<file path="src/rtl/bus_pkg.sv">
// bus_pkg: shared state encoding, default widths and slave ids for the bus master port.
package bus_pkg;
   typedef enum logic [3:0] {
      ST_IDLE, ST_SEL0, ST_SEL1, ST_WAIT, ST_BACKOFF,
      ST_ADDR, ST_WDATA, ST_ACKW, ST_RDATA, ST_DONE
   } state_t;
   localparam int ADDR_W_DEF = 12;
   localparam int DATA_W_DEF = 8;
   localparam logic [1:0] SLAVE_0 = 2'd0;
   localparam logic [1:0] SLAVE_1 = 2'd1;
   localparam logic [1:0] SLAVE_2 = 2'd2;
   localparam logic [1:0] SLAVE_3 = 2'd3;
endpackage

</file>
<file path="src/rtl/bus_serdes.sv">
// bus_serdes: LSB-first shift register with parallel load, serial out/in and a shift counter.
module bus_serdes #(
   parameter int W  = 13,
   parameter int PW = 8,
   localparam int CW = $clog2(W + 1)
) (
   input  logic          sys_clk,
   input  logic          sys_rst,
   input  logic          load,
   input  logic [W-1:0]  load_val,
   input  logic          shift_out,
   input  logic          shift_in,
   input  logic          din,
   output logic          dout,
   output logic [PW-1:0] pdata,
   output logic [CW-1:0] cnt
);
   logic [W-1:0] sr;
   always_ff @(posedge sys_clk or posedge sys_rst)
      if (sys_rst) begin
         sr  <= '0;
         cnt <= '0;
      end else if (load) begin
         sr  <= load_val;
         cnt <= '0;
      end else if (shift_out | shift_in) begin
         sr  <= {shift_in & din, sr[W-1:1]};
         cnt <= cnt + 1'b1;
      end
   assign dout  = sr[0];
   // received bits enter at the top, so the assembled word sits in the upper PW bits
   assign pdata = sr[W-1 -: PW];
endmodule

</file>
<file path="src/rtl/bus_master_port.sv">
// bus_master_port: accepts one command, requests the arbiter with a serial slave select,
// then shifts address/rw, write data or read data over the shared serial bus.
module bus_master_port
   import bus_pkg::*;
#(
   parameter int ADDR_W        = ADDR_W_DEF,
   parameter int DATA_W        = DATA_W_DEF,
   parameter int BACKOFF       = 4,
   parameter int GRANT_TIMEOUT = 32
) (
   input  logic              sys_clk,
   input  logic              sys_rst,
   input  logic              cmd_valid,
   output logic              cmd_ready,
   input  logic              cmd_rw,
   input  logic [1:0]        cmd_slave,
   input  logic [ADDR_W-1:0] cmd_addr,
   input  logic [DATA_W-1:0] cmd_wdata,
   output logic              rsp_valid,
   output logic [DATA_W-1:0] rsp_rdata,
   output logic              rsp_err,
   output logic              m_request,
   output logic              m_slave_sel,
   input  logic              m_grant,
   input  logic              arbiter_busy,
   output logic              m_dout,
   output logic              m_dout_valid,
   input  logic              m_din,
   input  logic              m_din_valid,
   input  logic              m_ack
);
   localparam int SW = (ADDR_W + 1 > DATA_W) ? ADDR_W + 1 : DATA_W;
   localparam int CW = $clog2(SW + 1);
   localparam int WW = $clog2(GRANT_TIMEOUT + 1);
   localparam int BW = $clog2(BACKOFF + 1);

   state_t state, nxt;
   logic              rw_q, seen_busy, err_q;
   logic [1:0]        slave_q;
   logic [ADDR_W-1:0] addr_q;
   logic [DATA_W-1:0] wdata_q;
   logic [WW-1:0]     wait_cnt;
   logic [BW-1:0]     bo_cnt;
   logic              ld, sh_out, sh_in, sr_dout;
   logic [SW-1:0]     ld_val;
   logic [DATA_W-1:0] sr_pdata;
   logic [CW-1:0]     sr_cnt;
   logic              accept, decided, timeout;

   assign accept  = cmd_valid & cmd_ready;
   // a grant only counts once the arbiter has been seen busy and then released
   assign decided = seen_busy & ~arbiter_busy;
   assign timeout = wait_cnt == WW'(GRANT_TIMEOUT - 1);

   always_ff @(posedge sys_clk or posedge sys_rst)
      if (sys_rst) begin
         state     <= ST_IDLE;
         rw_q      <= 1'b0;
         slave_q   <= '0;
         addr_q    <= '0;
         wdata_q   <= '0;
         seen_busy <= 1'b0;
         err_q     <= 1'b0;
         wait_cnt  <= '0;
         bo_cnt    <= '0;
      end else begin
         state     <= nxt;
         seen_busy <= (state == ST_WAIT) & (seen_busy | arbiter_busy);
         wait_cnt  <= (state == ST_WAIT) ? wait_cnt + 1'b1 : '0;
         bo_cnt    <= (state == ST_BACKOFF) ? bo_cnt + 1'b1 : '0;
         if (accept) begin
            rw_q    <= cmd_rw;
            slave_q <= cmd_slave;
            addr_q  <= cmd_addr;
            wdata_q <= cmd_wdata;
            err_q   <= 1'b0;
         end else if (state == ST_WAIT && nxt == ST_DONE)
            err_q <= 1'b1;
      end

   always_comb begin
      nxt    = state;
      ld     = 1'b0;
      ld_val = '0;
      sh_out = 1'b0;
      sh_in  = 1'b0;
      case (state)
         ST_IDLE:    nxt = accept ? ST_SEL0 : ST_IDLE;
         ST_SEL0:    nxt = ST_SEL1;
         ST_SEL1:    nxt = ST_WAIT;
         ST_WAIT: begin
            nxt    = decided ? (m_grant ? ST_ADDR : ST_BACKOFF) : (timeout ? ST_DONE : ST_WAIT);
            ld     = decided & m_grant;
            ld_val = SW'({rw_q, addr_q});
         end
         ST_BACKOFF: nxt = (bo_cnt == BW'(BACKOFF - 1)) ? ST_SEL0 : ST_BACKOFF;
         ST_ADDR: begin
            sh_out = 1'b1;
            ld     = sr_cnt == CW'(ADDR_W);
            ld_val = rw_q ? SW'(wdata_q) : '0;
            nxt    = ld ? (rw_q ? ST_WDATA : ST_RDATA) : ST_ADDR;
         end
         ST_WDATA: begin
            sh_out = 1'b1;
            nxt    = (sr_cnt == CW'(DATA_W - 1)) ? ST_ACKW : ST_WDATA;
         end
         ST_ACKW:    nxt = m_ack ? ST_DONE : ST_ACKW;
         ST_RDATA: begin
            sh_in = m_din_valid;
            nxt   = (m_din_valid && sr_cnt == CW'(DATA_W - 1)) ? ST_DONE : ST_RDATA;
         end
         ST_DONE:    nxt = ST_IDLE;
         default:    nxt = ST_IDLE;
      endcase
   end

   bus_serdes #(.W(SW), .PW(DATA_W)) u_serdes (
      .sys_clk  (sys_clk),
      .sys_rst  (sys_rst),
      .load     (ld),
      .load_val (ld_val),
      .shift_out(sh_out),
      .shift_in (sh_in),
      .din      (m_din),
      .dout     (sr_dout),
      .pdata    (sr_pdata),
      .cnt      (sr_cnt)
   );

   assign cmd_ready    = state == ST_IDLE;
   assign m_request    = state inside {ST_SEL0, ST_SEL1, ST_WAIT, ST_ADDR, ST_WDATA, ST_ACKW, ST_RDATA};
   assign m_slave_sel  = (state == ST_SEL0 & slave_q[0]) | (state == ST_SEL1 & slave_q[1]);
   assign m_dout_valid = state inside {ST_ADDR, ST_WDATA};
   assign m_dout       = m_dout_valid & sr_dout;
   assign rsp_valid    = state == ST_DONE;
   assign rsp_err      = rsp_valid & err_q;
   assign rsp_rdata    = (rsp_valid & ~rw_q & ~err_q) ? sr_pdata : '0;
endmodule

</file>
<file path="config.mk">
export PLATFORM = sky130hd
export DESIGN_NAME = bus_master_port
export DESIGN_NICKNAME = d
export VERILOG_FILES = /design/src/rtl/bus_pkg.sv /design/src/rtl/bus_serdes.sv /design/src/rtl/bus_master_port.sv
export SDC_FILE = /design/constraint.sdc
export NUM_CORES = 1
export LEC_CHECK = 0
export CORE_MARGIN = 8
export CORE_UTILIZATION = 45
export CTS_BUF_LIST = sky130_fd_sc_hd__clkbuf_4
export CTS_CLUSTER_SIZE = 16
export DETAILED_ROUTE_END_ITERATION = 16
export GPL_TIMING_DRIVEN = 0
export PLACE_DENSITY = 0.74
export SYNTH_ARGS = -nofsm -noshare
export SYNTH_HDL_FRONTEND = slang
export SYNTH_HIERARCHICAL = 1
export SYNTH_SLANG_ARGS = --single-unit
</file>
<file path="constraint.sdc">
create_clock -name sys_clk -period 2.9 [get_ports sys_clk]
set_clock_uncertainty 0.15 [all_clocks]
set_input_delay 0.435 -clock sys_clk [delete_from_list [all_inputs] [get_ports sys_clk]]
set_output_delay 0.435 -clock sys_clk [all_outputs]
set_load 0.01 [all_outputs]
</file>
Yosys cells after proc, flatten, opt, wreduce, memory -nomap -nowiden
Index checks and enable logic that the tools add are counted.
Word-level totals
  memories kept: 0
  ROM bits: 0
  logic and storage cells: 78
  input bits: 31
  bits in latches: 0
  memory bits (writable): 0
  output and inout port bits: 15
  flip-flop bits (word level): 55
Cells by class
  order comparisons: 0
  bitwise gates (word level): 17
  reduce and logical (&&, ||, !) cells: 8
  equality and inequality tests: 14
  add/sub/neg operators: 3
  divide/modulo/power cells: 0
  shift-type cells: 0
  multiplexer cells: 25
  $mul: 0
Operators with widths (number)
  4-bit case mux with 9 select lines: 1
  4-bit 2-to-1 mux: 7
  13-bit 2-to-1 mux: 2
  13-bit case mux with 2 select lines: 1
  4-bit by 3-bit equality test with 1-bit output, second input constant: 5
  4-bit equality test, second input constant: 4
  8-bit 2-to-1 mux: 2
  1-bit bitwise AND: 11
  4-bit by 2-bit equality test with 1-bit output, second input constant: 2
  1-bit 2-to-1 mux: 8
  7-bit nonzero test: 1
  6-bit by 1-bit adder with 6-bit output, second input constant: 1
  6-bit by 5-bit equality test with 1-bit output, second input constant: 1
  3-bit 2-to-1 mux: 2
  6-bit 2-to-1 mux: 1
  2-bit nonzero test: 3
  4-bit by 1-bit adder with 4-bit output, second input constant: 1
  4-bit by 1-bit equality test with 1-bit output, second input constant: 1
  4-bit logical NOT: 1
  3-bit by 1-bit adder with 3-bit output, second input constant: 1
  3-bit by 2-bit equality test with 1-bit output, second input constant: 1
  1-bit NOT: 3
  1-bit OR: 3
  1-bit logical AND: 2
  2 further kinds: 2

Longest topological paths before layout
Gate-level depths: netlist of run 1.
  depth after elaboration: 8
  gate-level depth with buffers: 7
  depth with buffers taken out: 6

Modules after synthesis
The synthesis of run 1 kept the hierarchy.
Modules (own cells, without submodules)
  bus_master_port: cells an instance 175, sequential area each 950.9 µm², area an instance 2039.5 µm², instances 1
  bus_serdes: cells an instance 84, sequential area each 425.4 µm², area an instance 859.6 µm², instances 1

Worst setup path after synthesis of run 1
OpenSTA, ideal clock, no wires.
  path kind: register to register
  from: reg state[1]
  to: reg u_serdes.cnt[3]
  cell stages (with the launch flop): 7
  clock period less this slack: 2.145 ns
  setup slack: 0.755 ns
  required time: 2.676 ns
  buffers on the path: 1
  library setup time: 0.074 ns
  arrival time: 1.922 ns
  cell sequence: dfrtp_1 > clkbuf_1 > nand2b_1 > a21oi_1 > nor2_4 > or3_1 > a21oi_2
Between the ends
  word-level cells in the longest chain between the ends: 5
  elaborated cells on any way between the ends: 11
RTL lines
  start: declaration: RTL line bus_master_port.sv:37  | state_t state, nxt;
  start signal: assignment: RTL line bus_master_port.sv:67  | state <= nxt;
  4-bit by 3-bit equality test with 1-bit output: RTL line bus_master_port.sv:87  | case (state)
  2-bit OR reduction (no source line)
  1-bit 2-to-1 mux: RTL line bus_master_port.sv:87
  1-bit OR: RTL line bus_serdes.sv:26  | end else if (shift_out | shift_in) begin
  2-bit nonzero test (no source line)
  end signal: assignment: RTL line bus_serdes.sv:28  | cnt <= cnt + 1'b1;
  end: declaration: RTL line bus_serdes.sv:16  | output logic [CW-1:0] cnt
Parallel ways exist; a longest one is shown, timed or not.
A chain may end at the register's enable or synchronous reset.

Final worst setup path of run 1
  from: reg state[0]
  to: out m_dout
Between the ends
  word-level cells in the longest chain between the ends: 3
  elaborated cells on any way between the ends: 4
RTL lines
  4-bit by 3-bit equality test with 1-bit output: RTL line bus_master_port.sv:133  | assign m_dout_valid = state inside {ST_ADDR, ST_WDATA};
  2-bit nonzero test (*): RTL line bus_master_port.sv:133
  1-bit bitwise AND (*): RTL line bus_master_port.sv:134  | assign m_dout = m_dout_valid & sr_dout;
  end: declaration: RTL line bus_master_port.sv:26  | output logic m_dout,
Every way passes the cells marked *; elsewhere a longest branch is shown, timed or not.

==> impl_metrics.tcl, run 1 <==
set metrics [dict create \
    first_pass_iters 4 \
    drv_cap 0 \
    final_util 0.575 \
    num_vias 2076 \
    antenna_left 0 \
    cp.arrival_ns 2.20 \
    grt.overflow.total 0 \
    hold_depth 1 \
    clkPwrFrac 0.117 \
    clkTransAtPathRegs_ns 0.16 \
    p_comb_frac 0.465 \
    cts_buffers 5 \
    syn_area_per_cell_sq_um 11.2 \
    postCtsHoldBufs 0 \
    crit_type "flip-flop to output pin" \
    cts.htree.levels 2 \
    irDropWorstVdd_mv 0.435 \
    worstHoldStart "bo_cnt[0]" \
    drive_gt1_frac 0.210 \
    tightest_slew_ns 0.801 \
    clk_latency_ns 0.38 \
    wire_per_inst_microns 15.6 \
    die_area_sq_um 9270 \
    timing.hold.ws_ns 0.302 \
    grt_pass1_wl_mm 10.3 \
    dr.first_iter.drc_count 66 \
    worstPathRequired_ns 2.32 \
    drv_slew 0 \
    io_pins 46 \
    core_sq_um 6280 \
    syn_nets 294 \
    syn_area_sq_um 2900 \
    setup_viol_count_final 0 \
    total_power_mw 3.02 \
    hold_path_end "bo_cnt[0]" \
    synth_cells 259 \
    clock-sinks 55 \
    post-route-period-util 0.960 \
    gp_congestion 0.816 \
    synth-warning-count 6 \
    start_util 0.462 \
    avgViaCountPerCell 5.24 \
    diodes 0 \
    grt_max_degree 39 \
    portBuffers 45 \
    final_net_count 353 \
    p_sw_mw 1.09 \
    final.min_clock_period_ns 2.78 \
    clock-root-buffer "clkbuf_4" \
    p_sw_frac 0.360 \
    drc 0 \
    hp-class "flip-flop to flip-flop" \
    worstSetupStartpointType "flip-flop" \
    pwr-share-seq 0.418 \
    cts_tree "built" \
    outcome "completed" \
    p_int_mw 1.93 \
    power_per_cell_area_nw_per_um2 837 \
    dieWidth_microns 96.3 \
    grt_use_total 0.144 \
    crit_fanout 10 \
    ys_ff_latch 55 \
    ys_seq_area_frac 0.475 \
    regToRegEndpoint "u_serdes/sr[9]" \
    area_growth_pct 24.4 \
    finalWirelength_mm 6.18 \
    reg2reg_slack_ns 0.67 \
    ys_types 52 \
    row_count 29 \
    slew_headroom 0.465 \
    p_leak_nw 1.86 \
    die_h_microns 96.3 \
    r2r_cells 8 \
    fmax_mhz 359 \
    synth-main-ff-cell "dfrtp_1" \
    dp_hpwl_mm 4.52 \
    async_reset_ff_frac 1.00 \
    placed_cells 381 \
    antenna_found_initial 0 \
    critPathCaptureType "output pin" \
    synth_edf_count 0 \
    hold_viol 0 \
    clockBufferDepth 2 \
    r2r-start "state[0]" \
    stdcell_count 396 \
    grt_pass1_vias 2151 \
]
-- how the worst max path moves through the flow --
stage | startpoint | to | slack [ns] | cells after the start
after floorplan | state[1] | u_serdes/cnt[3] | 0.75 | 6
after global placement | state[1] | m_dout | 0.10 | 5
after detailed placement | state[1] | m_dout | 0.09 | 5
after CTS | state[0] | m_dout | 0.02 | 5
after global routing | state[0] | m_dout | -0.0004 | 5
final | state[0] | m_dout | 0.12 | 5
-- Yosys cell counts, drive strengths merged (5+ instances only) --
master,count,area share
a22o,8,0.024
o21ai,19,0.033
inv,5,0.0065
nand2,22,0.031
clkbuf,6,0.0078
dfrtp,55,0.47
nand3,5,0.0086
a21oi,6,0.012
mux2i,12,0.041
and3,5,0.011
mux2,23,0.11
nor2,16,0.023
xor2,5,0.015
buf,14,0.041
and2,16,0.035
-- placed cells by master (no fill, tap or decap), types with 3 or more instances in the layout --
master	count
dfrtp_1	53
clkdlybuf4s50_1	36
nand2_1	21
mux2_4	18
and2_1	16
nor2_1	15
buf_4	14
o21ai_1	13
mux2i_1	12
a22o_1	8
dlymetal6s2s_1	8
o21ai_0	6
nand3_1	5
and3_1	5
xor2_1	5
mux2_2	5
clkbuf_4	5
buf_6	4
nand2b_1	4
inv_1	4
a21oi_1	4
clkbuf_1	4
ha_1	4
nor3_1	3
-- power by group through the flow --
stage               clock network (mW)  logic, mW  registers, mW
floorplan                            0       1.02           1.21
global placement                     0       1.27           1.27
detailed placement                   0       1.31           1.28
CTS                              0.366       1.38           1.26
global route                     0.399       1.52           1.30
finish                           0.353       1.40           1.26
-- metal layers --
layer	vias to the layer above	GRT usage	routed length, microns
li1	1025	-	-
met1	1005	0.188	2820
met2	40	0.229	3090
met3	6	0.0281	188
met4	0	0.0576	90
met5	-	0	0
-- layout make-up --
type | count | area (sq um)
Multi-Input combinational cell | 178 | 1380
Clock buffer | 5 | 37.5
Timing Repair Buffer | 52 | 526
Fill cell | 567 | 2670
Sequential cell | 55 | 1380
Tap cell | 77 | 96.3
Clock inverter | 3 | 22.5
Inverter | 5 | 18.8
Buffer | 21 | 153
-- critical path, cell delays in order (launching register included) --
cell	delay [ns]
dfrtp_2	0.48
clkbuf_2	0.20
nand2b_1	0.24
a21oi_4	0.22
and2_1	0.15
clkdlybuf4s50_1	0.53
-- sequential cells by signal, summed over array words and instances (netlist names) --
name,flops
u_serdes/sr,13
addr_q,12
wdata_q,8
wait_cnt,6
state,4
u_serdes/cnt,4
bo_cnt,3
slave_q,2
err_q,1
rw_q,1
seen_busy,1
-- per-stage QoR --
step | TNS [ns] | cell area (sq um) | worst slack [ns]
6_report | 0 | 3610 | 0.116
2_1_floorplan | 0 | 2900 | 0.755
5_1_grt | -0.000359 | 3610 | -0.000359
3_5_place_dp | 0 | 3450 | 0.0880
4_1_cts | 0 | 3560 | 0.0180
3_3_place_gp | 0 | 3450 | 0.102
-- cells by family (layout without fill, tap and decap cells) --
family,Yosys count,in the layout,synth area share
xor+xnor,6,6,0.0181
simple gates,88,88,0.175
buf+inv,26,86,0.0583
flops,55,55,0.475
compound gates,45,45,0.103
mux,35,35,0.154
fa+ha+maj,4,4,0.0173
-- repair_timing --
action / CTS / global route
setup buffers: 4 / 3
pin swaps: 0 / 1
endpoints found under the setup margin: 11 / 9
gates resized for setup: 9 / 10
No activity file was read; power rests on OpenSTA's default activity.
==> run 2, diff against run 1 <==
--- a/config.mk
+++ b/config.mk
@@ -12,6 +12,7 @@
 export DETAILED_ROUTE_END_ITERATION = 16
 export GPL_TIMING_DRIVEN = 0
 export PLACE_DENSITY = 0.74
+export SLEW_MARGIN = 25
 export SYNTH_ARGS = -nofsm -noshare
 export SYNTH_HDL_FRONTEND = slang
 export SYNTH_HIERARCHICAL = 1
==> impl_metrics.tcl, run 2 (same netlist as run 1, synthesis figures left out) <==
set metrics [dict create \
    grt_pass1_wl_mm 10.4 \
    grt_max_degree 23 \
    die_h_microns 96.3 \
    slew_headroom 0.571 \
    path_delay_family "buffers and inverters" \
    clkTransAtPathRegs_ns 0.17 \
    num_vias 2103 \
    path_buf_inv 2 \
    setup_viol_count_final 0 \
    crit_type "flip-flop to output pin" \
    clock-root-buffer "clkbuf_4" \
    irDropWorstVdd_mv 0.460 \
    area_growth_pct 26.2 \
    antenna_found_initial 0 \
    avgViaCountPerCell 5.30 \
    reg_top3 "u_serdes/sr (13), addr_q (12), wdata_q (8)" \
    hp-class "primary input to asynchronous set/reset pin" \
    multi_input_area_sq_um 1380 \
    slowest_stage "clkdlybuf4s50_1" \
    worstPathRequired_ns 2.32 \
    post-route-period-util 0.965 \
    wire_per_inst_microns 15.8 \
    hold_viol 0 \
    clock-sinks 55 \
    critPathCaptureType "output pin" \
    worstSetupStartpointType "flip-flop" \
    place_ws_ns 0.0825 \
    drv_cap 0 \
    cts_tree "built" \
    crit_chain "buf_2 > nand2b_2 > a21oi_4 > and2_1 > clkdlybuf4s50_1" \
    final_cell_mix "dfrtp_1, clkdlybuf4s50_1, nand2_1, mux2_4, and2_1" \
    largest_reg_flops 13 \
    cts.htree.levels 2 \
    postCtsHoldBufs 0 \
    core_sq_um 6280 \
    cp.arrival_ns 2.21 \
    dieWidth_microns 96.3 \
    grt.overflow.total 0 \
    clockBufferDepth 2 \
    tightest_slew_ns 0.643 \
    slowest_delay_ns 0.53 \
    stdcell_count 397 \
    drv_slew 0 \
    fmax_mhz 358 \
    register_area_sq_um 1380 \
    dr.first_iter.drc_count 99 \
    io_pins 46 \
    placed_cells 382 \
    n_fill_cell 561 \
    dp_hpwl_mm 4.63 \
    outcome "completed" \
    crit_fanout 10 \
    drc 0 \
    row_count 29 \
    final_common_cell "dfrtp_1" \
    finalWirelength_mm 6.27 \
    start_util 0.462 \
    total_power_mw 3.13 \
    cts_buffers 5 \
    die_area_sq_um 9270 \
    gp_congestion 0.816 \
    largest_register "u_serdes/sr" \
    final_net_count 354 \
    antenna_left 0 \
    grt_pass1_vias 2147 \
    fin_tns_setup_ns 0 \
    portBuffers 45 \
    drive_gt1_frac 0.216 \
    power_per_cell_area_nw_per_um2 854 \
    clk_latency_ns 0.38 \
    grt_use_total 0.144 \
    first_pass_iters 4 \
    p_leak_nw 1.87 \
    final.min_clock_period_ns 2.80 \
    diodes 0 \
    layout_setup_ws_ns 0.103 \
]
-- run 2: area by class of cell --
class                           count  share of cell area
Clock buffer                        5              0.0103
Tap cell                           77              0.0263
Inverter                            5             0.00513
Buffer                             21              0.0417
Clock inverter                      3              0.0130
Timing Repair Buffer               53               0.150
Sequential cell                    55               0.377
Multi-Input combinational cell    178               0.376
-- run 2: metrics by stage --
step / utilization / hold slack [ns] / instance area [sq um]
2_1_floorplan: - / 0.211 / 2900
3_3_place_gp: 0.549 / 0.279 / 3450
3_5_place_dp: 0.553 / 0.286 / 3470
4_1_cts: 0.575 / 0.240 / 3610
5_1_grt: 0.583 / 0.263 / 3660
6_report: 0.583 / 0.228 / 3660
-- run 2: per-layer routing --
layer | track usage | wire length [microns] | vias to the layer above
li1 | - | - | 1027
met5 | 0 | 0 | -
met3 | 0.0296 | 224 | 14
met2 | 0.223 | 2990 | 49
met4 | 0.0602 | 175 | 0
met1 | 0.192 | 2890 | 1013
-- run 2: final timing paths --
kind                                start              to  slack (ns)  depth (start not counted)
max in group asynchronous         sys_rst  u_serdes/sr[1]        1.87                          2
worst max register to register   state[0]  u_serdes/sr[0]        0.66                          8
worst max-delay path             state[0]          m_dout        0.10                          5
worst min-delay path              sys_rst        state[1]        0.23                          2
min in group sys_clk            bo_cnt[0]       bo_cnt[0]        0.30                          1
worst min register to register  bo_cnt[0]       bo_cnt[0]        0.30                          1
-- run 2: power breakdown --
part / switching, mW / total (mW) / internal [mW]
combinational: 0.627 / 1.42 / 0.796
clock: 0.255 / 0.442 / 0.187
sequential: 0.215 / 1.26 / 1.05
total: 1.10 / 3.13 / 2.03
-- run 2: timing repair --
action                     in CTS  in global routing
resized for setup               9                 11
gates cloned                    0                  0
setup endpoints to repair      11                 10
setup buffers                   4                  3
pin swaps                       0                  1
